$ cat config.mk
export PLATFORM = sky130hd
export DESIGN_NAME = usb_tx
export DESIGN_NICKNAME = d
export VERILOG_FILES = /design/src/rtl/usb_tx.sv
export SDC_FILE = /design/constraint.sdc
export NUM_CORES = 1
export LEC_CHECK = 0
export CAP_MARGIN = 30
export CORE_MARGIN = 5
export CORE_UTILIZATION = 55
export CTS_CLUSTER_SIZE = 30
export DETAILED_ROUTE_END_ITERATION = 10
export DONT_BUFFER_PORTS = 1
export HOLD_SLACK_MARGIN = 0.08
export PLACE_DENSITY = 0.7
export SLEW_MARGIN = 20
export SYNTH_ARGS = -nofsm -noshare
export SYNTH_HDL_FRONTEND = slang
export SYNTH_SLANG_ARGS = --single-unit
$ cat constraint.sdc
create_clock -name clk -period 3.52 [get_ports clk]
set_clock_uncertainty 0.2 [all_clocks]
set_input_delay 0.528 -clock clk [delete_from_list [all_inputs] [get_ports clk]]
set_output_delay 0.528 -clock clk [all_outputs]
set_load 0.02 [all_outputs]
$ cat src/rtl/usb_tx.sv
// USB full-speed style transmitter: serialises SYNC, PID, optional DATA0
// payload and CRC16 with bit stuffing and NRZI coding, then drives EOP.
// Every bit occupies a fixed 8-clock period on the D+/D- lines.
module usb_tx (
  input  logic       clk,
  input  logic       n_rst,
  input  logic [2:0] tx_packet,
  input  logic [7:0] tx_packet_data,
  input  logic [6:0] buffer_occupancy,
  output logic       get_tx_packet_data,
  output logic       tx_transfer_active,
  output logic       tx_error,
  output logic       dplus_out,
  output logic       dminus_out
);

  typedef enum logic [2:0] {
    S_IDLE, S_SYNC, S_PID, S_DATA, S_CRC, S_EOP
  } state_t;

  localparam logic [2:0]  CMD_DATA0 = 3'd1;
  localparam logic [2:0]  CMD_ACK   = 3'd2;
  localparam logic [2:0]  CMD_NAK   = 3'd3;
  localparam logic [2:0]  CMD_STALL = 3'd4;
  localparam logic [6:0]  MAX_BYTES = 7'd64;
  localparam logic [15:0] CRC_INIT  = 16'hFFFF;

  state_t      state_reg, state_next;
  logic [2:0]  timer_reg, timer_next;        // clock within the bit period
  logic [3:0]  bit_idx_reg, bit_idx_next;    // bit within the current field
  logic [2:0]  ones_reg, ones_next;          // consecutive 1s sent
  logic [7:0]  shift_reg, shift_next;        // remaining bits of current byte
  logic [15:0] crc_reg, crc_next;
  logic [2:0]  cmd_reg, cmd_next;
  logic [7:0]  next_byte_reg, next_byte_next;
  logic        have_byte_reg, have_byte_next;
  logic [6:0]  byte_cnt_reg, byte_cnt_next;
  logic        get_reg, get_next;
  logic        err_reg, err_next;
  logic        active_reg, active_next;
  logic        dp_reg, dp_next;
  logic        dm_reg, dm_next;

  logic        boundary, stuff_state, stuff_now, advance, field_done;
  logic        start_cmd, bad_cmd, wants_payload, pop_now;
  logic [3:0]  last_idx;
  logic [7:0]  pid_byte;
  logic        emit_en, emit_bit, crc_en;

  // One CRC16 (poly 0x8005) step for a single payload bit.
  function automatic logic [15:0] crc_step(input logic [15:0] crc, input logic din);
    crc_step = {crc[14:0], 1'b0} ^ ((crc[15] ^ din) ? 16'h8005 : 16'h0000);
  endfunction

  // Field decode shared by the next-state and datapath logic.
  always_comb begin
    boundary      = (state_reg != S_IDLE) && (timer_reg == 3'd7);
    stuff_state   = (state_reg == S_SYNC) || (state_reg == S_PID) ||
                    (state_reg == S_DATA) || (state_reg == S_CRC);
    stuff_now     = boundary && stuff_state && (ones_reg == 3'd6);
    advance       = boundary && !stuff_now;
    case (state_reg)
      S_CRC:   last_idx = 4'd15;
      S_EOP:   last_idx = 4'd2;
      default: last_idx = 4'd7;
    endcase
    field_done    = (bit_idx_reg == last_idx);
    start_cmd     = (state_reg == S_IDLE) && (tx_packet >= CMD_DATA0) && (tx_packet <= CMD_STALL);
    bad_cmd       = (state_reg == S_IDLE) && (tx_packet > CMD_STALL);
    wants_payload = (state_reg == S_DATA) || ((state_reg == S_PID) && (cmd_reg == CMD_DATA0));
    // Pop during the final bit of a byte so the data is held before the boundary.
    pop_now       = wants_payload && (timer_reg == 3'd5) && (bit_idx_reg == 4'd7) &&
                    !have_byte_reg && !get_reg && (buffer_occupancy != 7'd0) &&
                    (byte_cnt_reg < MAX_BYTES);
    case (cmd_reg)
      CMD_DATA0: pid_byte = 8'hC3;
      CMD_ACK:   pid_byte = 8'hD2;
      CMD_NAK:   pid_byte = 8'h5A;
      CMD_STALL: pid_byte = 8'h1E;
      default:   pid_byte = 8'h00;
    endcase
  end

  // State register.
  always_ff @(posedge clk or negedge n_rst) begin
    if (!n_rst) state_reg <= S_IDLE;
    else        state_reg <= state_next;
  end

  // Next-state logic: fields advance only at non-stuff bit boundaries.
  always_comb begin
    state_next = state_reg;
    case (state_reg)
      S_IDLE: if (start_cmd) state_next = S_SYNC;
      S_SYNC: if (advance && field_done) state_next = S_PID;
      S_PID:  if (advance && field_done) begin
                if (cmd_reg == CMD_DATA0) state_next = have_byte_reg ? S_DATA : S_CRC;
                else                      state_next = S_EOP;
              end
      S_DATA: if (advance && field_done) state_next = have_byte_reg ? S_DATA : S_CRC;
      S_CRC:  if (advance && field_done) state_next = S_EOP;
      S_EOP:  if (boundary && field_done) state_next = S_IDLE;
      default: state_next = S_IDLE;
    endcase
  end

  // Output/datapath logic: choose the next line symbol and update counters.
  always_comb begin
    timer_next     = (state_reg == S_IDLE) ? 3'd0 : timer_reg + 3'd1;
    bit_idx_next   = bit_idx_reg;
    ones_next      = ones_reg;
    shift_next     = shift_reg;
    crc_next       = crc_reg;
    cmd_next       = cmd_reg;
    next_byte_next = next_byte_reg;
    have_byte_next = have_byte_reg;
    byte_cnt_next  = byte_cnt_reg;
    get_next       = pop_now;
    err_next       = 1'b0;
    active_next    = active_reg;
    dp_next        = dp_reg;
    dm_next        = dm_reg;
    emit_en        = 1'b0;
    emit_bit       = 1'b0;
    crc_en         = 1'b0;

    if (get_reg) begin
      next_byte_next = tx_packet_data;
      have_byte_next = 1'b1;
      byte_cnt_next  = byte_cnt_reg + 7'd1;
    end

    case (state_reg)
      S_IDLE: begin
        if (start_cmd) begin
          active_next    = 1'b1;
          cmd_next       = tx_packet;
          crc_next       = CRC_INIT;
          byte_cnt_next  = 7'd0;
          have_byte_next = 1'b0;
          bit_idx_next   = 4'd0;
          ones_next      = 3'd0;
          shift_next     = 8'h40;   // SYNC 8'h80 with its first bit consumed
          emit_en        = 1'b1;
          emit_bit       = 1'b0;
        end else if (bad_cmd) begin
          err_next = 1'b1;
        end
      end
      S_EOP: begin
        if (boundary) begin
          if (field_done) begin
            active_next  = 1'b0;
            bit_idx_next = 4'd0;
            dp_next      = 1'b1;
            dm_next      = 1'b0;
          end else begin
            bit_idx_next = bit_idx_reg + 4'd1;
            if (bit_idx_reg == 4'd1) begin
              dp_next = 1'b1;
              dm_next = 1'b0;
            end
          end
        end
      end
      default: begin
        if (stuff_now) begin
          emit_en  = 1'b1;
          emit_bit = 1'b0;
        end else if (advance && !field_done) begin
          bit_idx_next = bit_idx_reg + 4'd1;
          emit_en      = 1'b1;
          if (state_reg == S_CRC) begin
            emit_bit = ~crc_reg[15];
            crc_next = {crc_reg[14:0], 1'b0};
          end else begin
            emit_bit   = shift_reg[0];
            shift_next = {1'b0, shift_reg[7:1]};
            crc_en     = (state_reg == S_DATA);
          end
        end else if (advance) begin
          bit_idx_next = 4'd0;
          case (state_next)
            S_PID: begin
              emit_en    = 1'b1;
              emit_bit   = pid_byte[0];
              shift_next = {1'b0, pid_byte[7:1]};
            end
            S_DATA: begin
              emit_en        = 1'b1;
              emit_bit       = next_byte_reg[0];
              shift_next     = {1'b0, next_byte_reg[7:1]};
              have_byte_next = 1'b0;
              crc_en         = 1'b1;
            end
            S_CRC: begin
              emit_en  = 1'b1;
              emit_bit = ~crc_reg[15];
              crc_next = {crc_reg[14:0], 1'b0};
            end
            default: begin  // EOP: start SE0
              ones_next = 3'd0;
              dp_next   = 1'b0;
              dm_next   = 1'b0;
            end
          endcase
        end
      end
    endcase

    if (emit_en) begin
      if (!emit_bit) begin
        dp_next = ~dp_reg;
        dm_next = ~dm_reg;
      end
      ones_next = emit_bit ? ones_reg + 3'd1 : 3'd0;
    end
    if (crc_en) crc_next = crc_step(crc_reg, emit_bit);
  end

  // Datapath and output registers; reset parks the lines at J immediately.
  always_ff @(posedge clk or negedge n_rst) begin
    if (!n_rst) begin
      timer_reg     <= 3'd0;
      bit_idx_reg   <= 4'd0;
      ones_reg      <= 3'd0;
      shift_reg     <= 8'h00;
      crc_reg       <= CRC_INIT;
      cmd_reg       <= 3'd0;
      next_byte_reg <= 8'h00;
      have_byte_reg <= 1'b0;
      byte_cnt_reg  <= 7'd0;
      get_reg       <= 1'b0;
      err_reg       <= 1'b0;
      active_reg    <= 1'b0;
      dp_reg        <= 1'b1;
      dm_reg        <= 1'b0;
    end else begin
      timer_reg     <= timer_next;
      bit_idx_reg   <= bit_idx_next;
      ones_reg      <= ones_next;
      shift_reg     <= shift_next;
      crc_reg       <= crc_next;
      cmd_reg       <= cmd_next;
      next_byte_reg <= next_byte_next;
      have_byte_reg <= have_byte_next;
      byte_cnt_reg  <= byte_cnt_next;
      get_reg       <= get_next;
      err_reg       <= err_next;
      active_reg    <= active_next;
      dp_reg        <= dp_next;
      dm_reg        <= dm_next;
    end
  end

  assign get_tx_packet_data = get_reg;
  assign tx_transfer_active = active_reg;
  assign tx_error           = err_reg;
  assign dplus_out          = dp_reg;
  assign dminus_out         = dm_reg;

endmodule

==> impl_metrics.env <==
export IMPL_ant_nets=0
export IMPL_ys_seq_elements=60
export IMPL_finalWorstPathRequiredPeriod_ps=3330
export IMPL_slew_violations=0
export IMPL_critPathCapture="dminus_out"
export IMPL_viasPerCell=6.04
export IMPL_largest_reg_flops=16
export IMPL_total_power_uw=2620
export IMPL_cp_end_kind="flip-flop"
export IMPL_multi_input_area_sq_um=1690
export IMPL_tns_ps=0
export IMPL_antenna_found_initial=0
export IMPL_period_share=0.946
export IMPL_initial_utilization=0.562
export IMPL_core_area_sq_um=5920
export IMPL_root_buffer="clkbuf_8"
export IMPL_cts_setup_buffers=0
export IMPL_syn_nets=381
export IMPL_fmax_mhz=300
export IMPL_diodes=0
export IMPL_crit_required_ps=3580
export IMPL_ctsResizeCount=0
export IMPL_dp_hpwl_mm=5.07
export IMPL_cp_data_arrival_time_ps=3390
export IMPL_grt_overflow=0
export IMPL_drive_above_1_share=0.192
export IMPL_hold_viol=0
export IMPL_r2r_end="dminus_out"
export IMPL_start_kind="flip-flop"
export IMPL_syn2layout_area_growth_pct=12.3
export IMPL_grt_start_max_net_pins=61
export IMPL_synth_area_sq_um=3330
export IMPL_worstMarginPinSlew_ps=716
export IMPL_drc=0
export IMPL_fp_dieW_um=87.8
export IMPL_rr_worst_depth=12
export IMPL_tritoncts="done"
export IMPL_outcome="complete, no violations"
export IMPL_ff_latch_area_sq_um=1520
export IMPL_insertion_delay_ps=340
export IMPL_cap_violations=0
export IMPL_synth_top_cell_by_area="dfrtp_1"
export IMPL_synthArstFlopShare=1.00
export IMPL_grt_pass1_wl_mm=12.7
export IMPL_wirelength_mm=7.33
export IMPL_p_per_area_nw_per_um2=700
export IMPL_cts_buffers=9
export IMPL_rows=28
export IMPL_avgRoutedWirePerCell_um=16.5
export IMPL_die_y_um=87.8
export IMPL_avgSynthCellArea_sq_um=9.43
export IMPL_worstSetupStartpoint="timer_reg[0]"
export IMPL_crit_slowest_cell="dfrtp_1"
export IMPL_synth_top_cell_area_share=0.323
export IMPL_irDropWorstVdd_mv=0.423
export IMPL_finalSetupViolations=0
export IMPL_dieArea_sq_um=7710
export IMPL_nNetsFinal=392
export IMPL_crit_type="flip-flop to flip-flop"
export IMPL_synth_edf_count=0
export IMPL_r2r_start="timer_reg[0]"
export IMPL_path_clk_slew_ps=70
export IMPL_synth_top_cells_by_count="nor2_1, dfrtp_1, a21oi_1, nand2_1, o21ai_0"
export IMPL_cts_hold_buf=2
export IMPL_leakagePower_uw=0.00161
export IMPL_io_pins=25
export IMPL_rsz0062_at_grt="false"
export IMPL_cts_max_level=3
export IMPL_crit_fanout=10
export IMPL_slowest_delay_ps=370
export IMPL_grt_total_usage=0.212
export IMPL_cts_buffer_depth=2
export IMPL_r2r_slack_ps=190
export IMPL_fillers=496
export IMPL_gp_congestion=0.928
export IMPL_yosysSeqAreaShare=0.457
export IMPL_design_area_sq_um=3740
export IMPL_synth_most_common_cell="nor2_1"
export IMPL_cp_cell_sequence="ha_1 -> ha_1 -> o211a_1 -> a31o_1 -> o211ai_2 -> a211o_1 -> o31a_4 -> mux2_4 -> or2_1 -> buf_4 -> nand3_1 -> mux2i_1"
export IMPL_postSynthCellCount=353
export IMPL_grt_pass1_vias=2705
export IMPL_yosys_warnings=0
export IMPL_placed_cell_area_sq_um=3450
export IMPL_firstDrtPassIters=5
export IMPL_vias=2681
export IMPL_drt_iter0_drc=127
export IMPL_hold_path_class="input pin to flip-flop"
export IMPL_synth_area_leaders="dfrtp_1, dfstp_2, nor2_1"
export IMPL_timing_slew_headroom=0.522
export IMPL_synthFlopType="dfrtp_1"
export IMPL_crit_top_cell="ha_1"
export IMPL_portBuffers=0
export IMPL_yosysUniqueCellTypes=65
export IMPL_cts_sinks=60
[logic make-up after synthesis]
family          Yosys count  synth area share
compound gates           95             0.193
xor+xnor                 10            0.0263
fa+ha+maj                 8            0.0301
buf+inv                  25            0.0350
flops                    60             0.457
mux                      15            0.0504
simple gates            140             0.208
[layout by cell type, fill, tap and decap left out, types with 8 or more instances in the layout]
cell type   n
ha_1        8
dfrtp_1    43
nand2_1    25
a21oi_1    25
o21ai_0    25
dfstp_2    17
clkbuf_8   10
nor2_1     60
mux2_2     10
buf_4      16
[layout make-up]
| type | instances | share of cell area |
|---|---|---|
| clock inverter | 6 | 0.0298 |
| sequential | 60 | 0.407 |
| timing repair buffer | 18 | 0.0422 |
| tap | 75 | 0.0251 |
| clock buffer | 10 | 0.0368 |
| multi-input combinational | 268 | 0.452 |
| inverter | 7 | 0.00703 |
[power breakdown]
group | leakage (uW) | internal, uW | switching [uW] | total (uW)
Sequential | 0.000730 | 951 | 180 | 1130
Combinational | 0.000757 | 318 | 394 | 712
Clock | 0.000122 | 489 | 284 | 774
Total | 0.00161 | 1760 | 859 | 2620
[stage by stage]
stage	utilization	worst slack (ps)	hold slack, ps	instances
global route	0.632	6.34	122	444
finish	0.632	188	133	444
floorplan	-	310	32.4	353
global placement	0.583	317	33.8	426
CTS	0.632	214	117	444
detailed placement	0.583	231	33.8	426
[per-layer routing]
metal  vias up  global-route usage  share of wire
li1       1291                   -              -
met5         -                   0              0
met1      1294               0.271           0.45
met2        78               0.344           0.48
met3        18              0.0461          0.045
met4         0               0.102          0.023
[worst min-delay path by stage]
stage,startpoint,endpoint,slack (ps),cells past startpoint
final,tx_packet_data[1],next_byte_reg[1],130,1
after global routing,tx_packet_data[2],next_byte_reg[2],120,1
after CTS,tx_packet_data[1],next_byte_reg[1],120,1
after detailed placement,n_rst,bit_idx_reg[1],30,0
after global placement,n_rst,bit_idx_reg[1],30,0
after floorplan,n_rst,bit_idx_reg[0],30,0
[critical path: cells and delay by family (launching register included)]
family | cells | cell delay [ps]
buf+inv | 1 | 160
simple gates | 2 | 370
flops | 1 | 370
compound gates | 5 | 1100
mux | 2 | 540
fa+ha+maj | 2 | 520
Note: power is estimated with default switching activity, not from simulation.
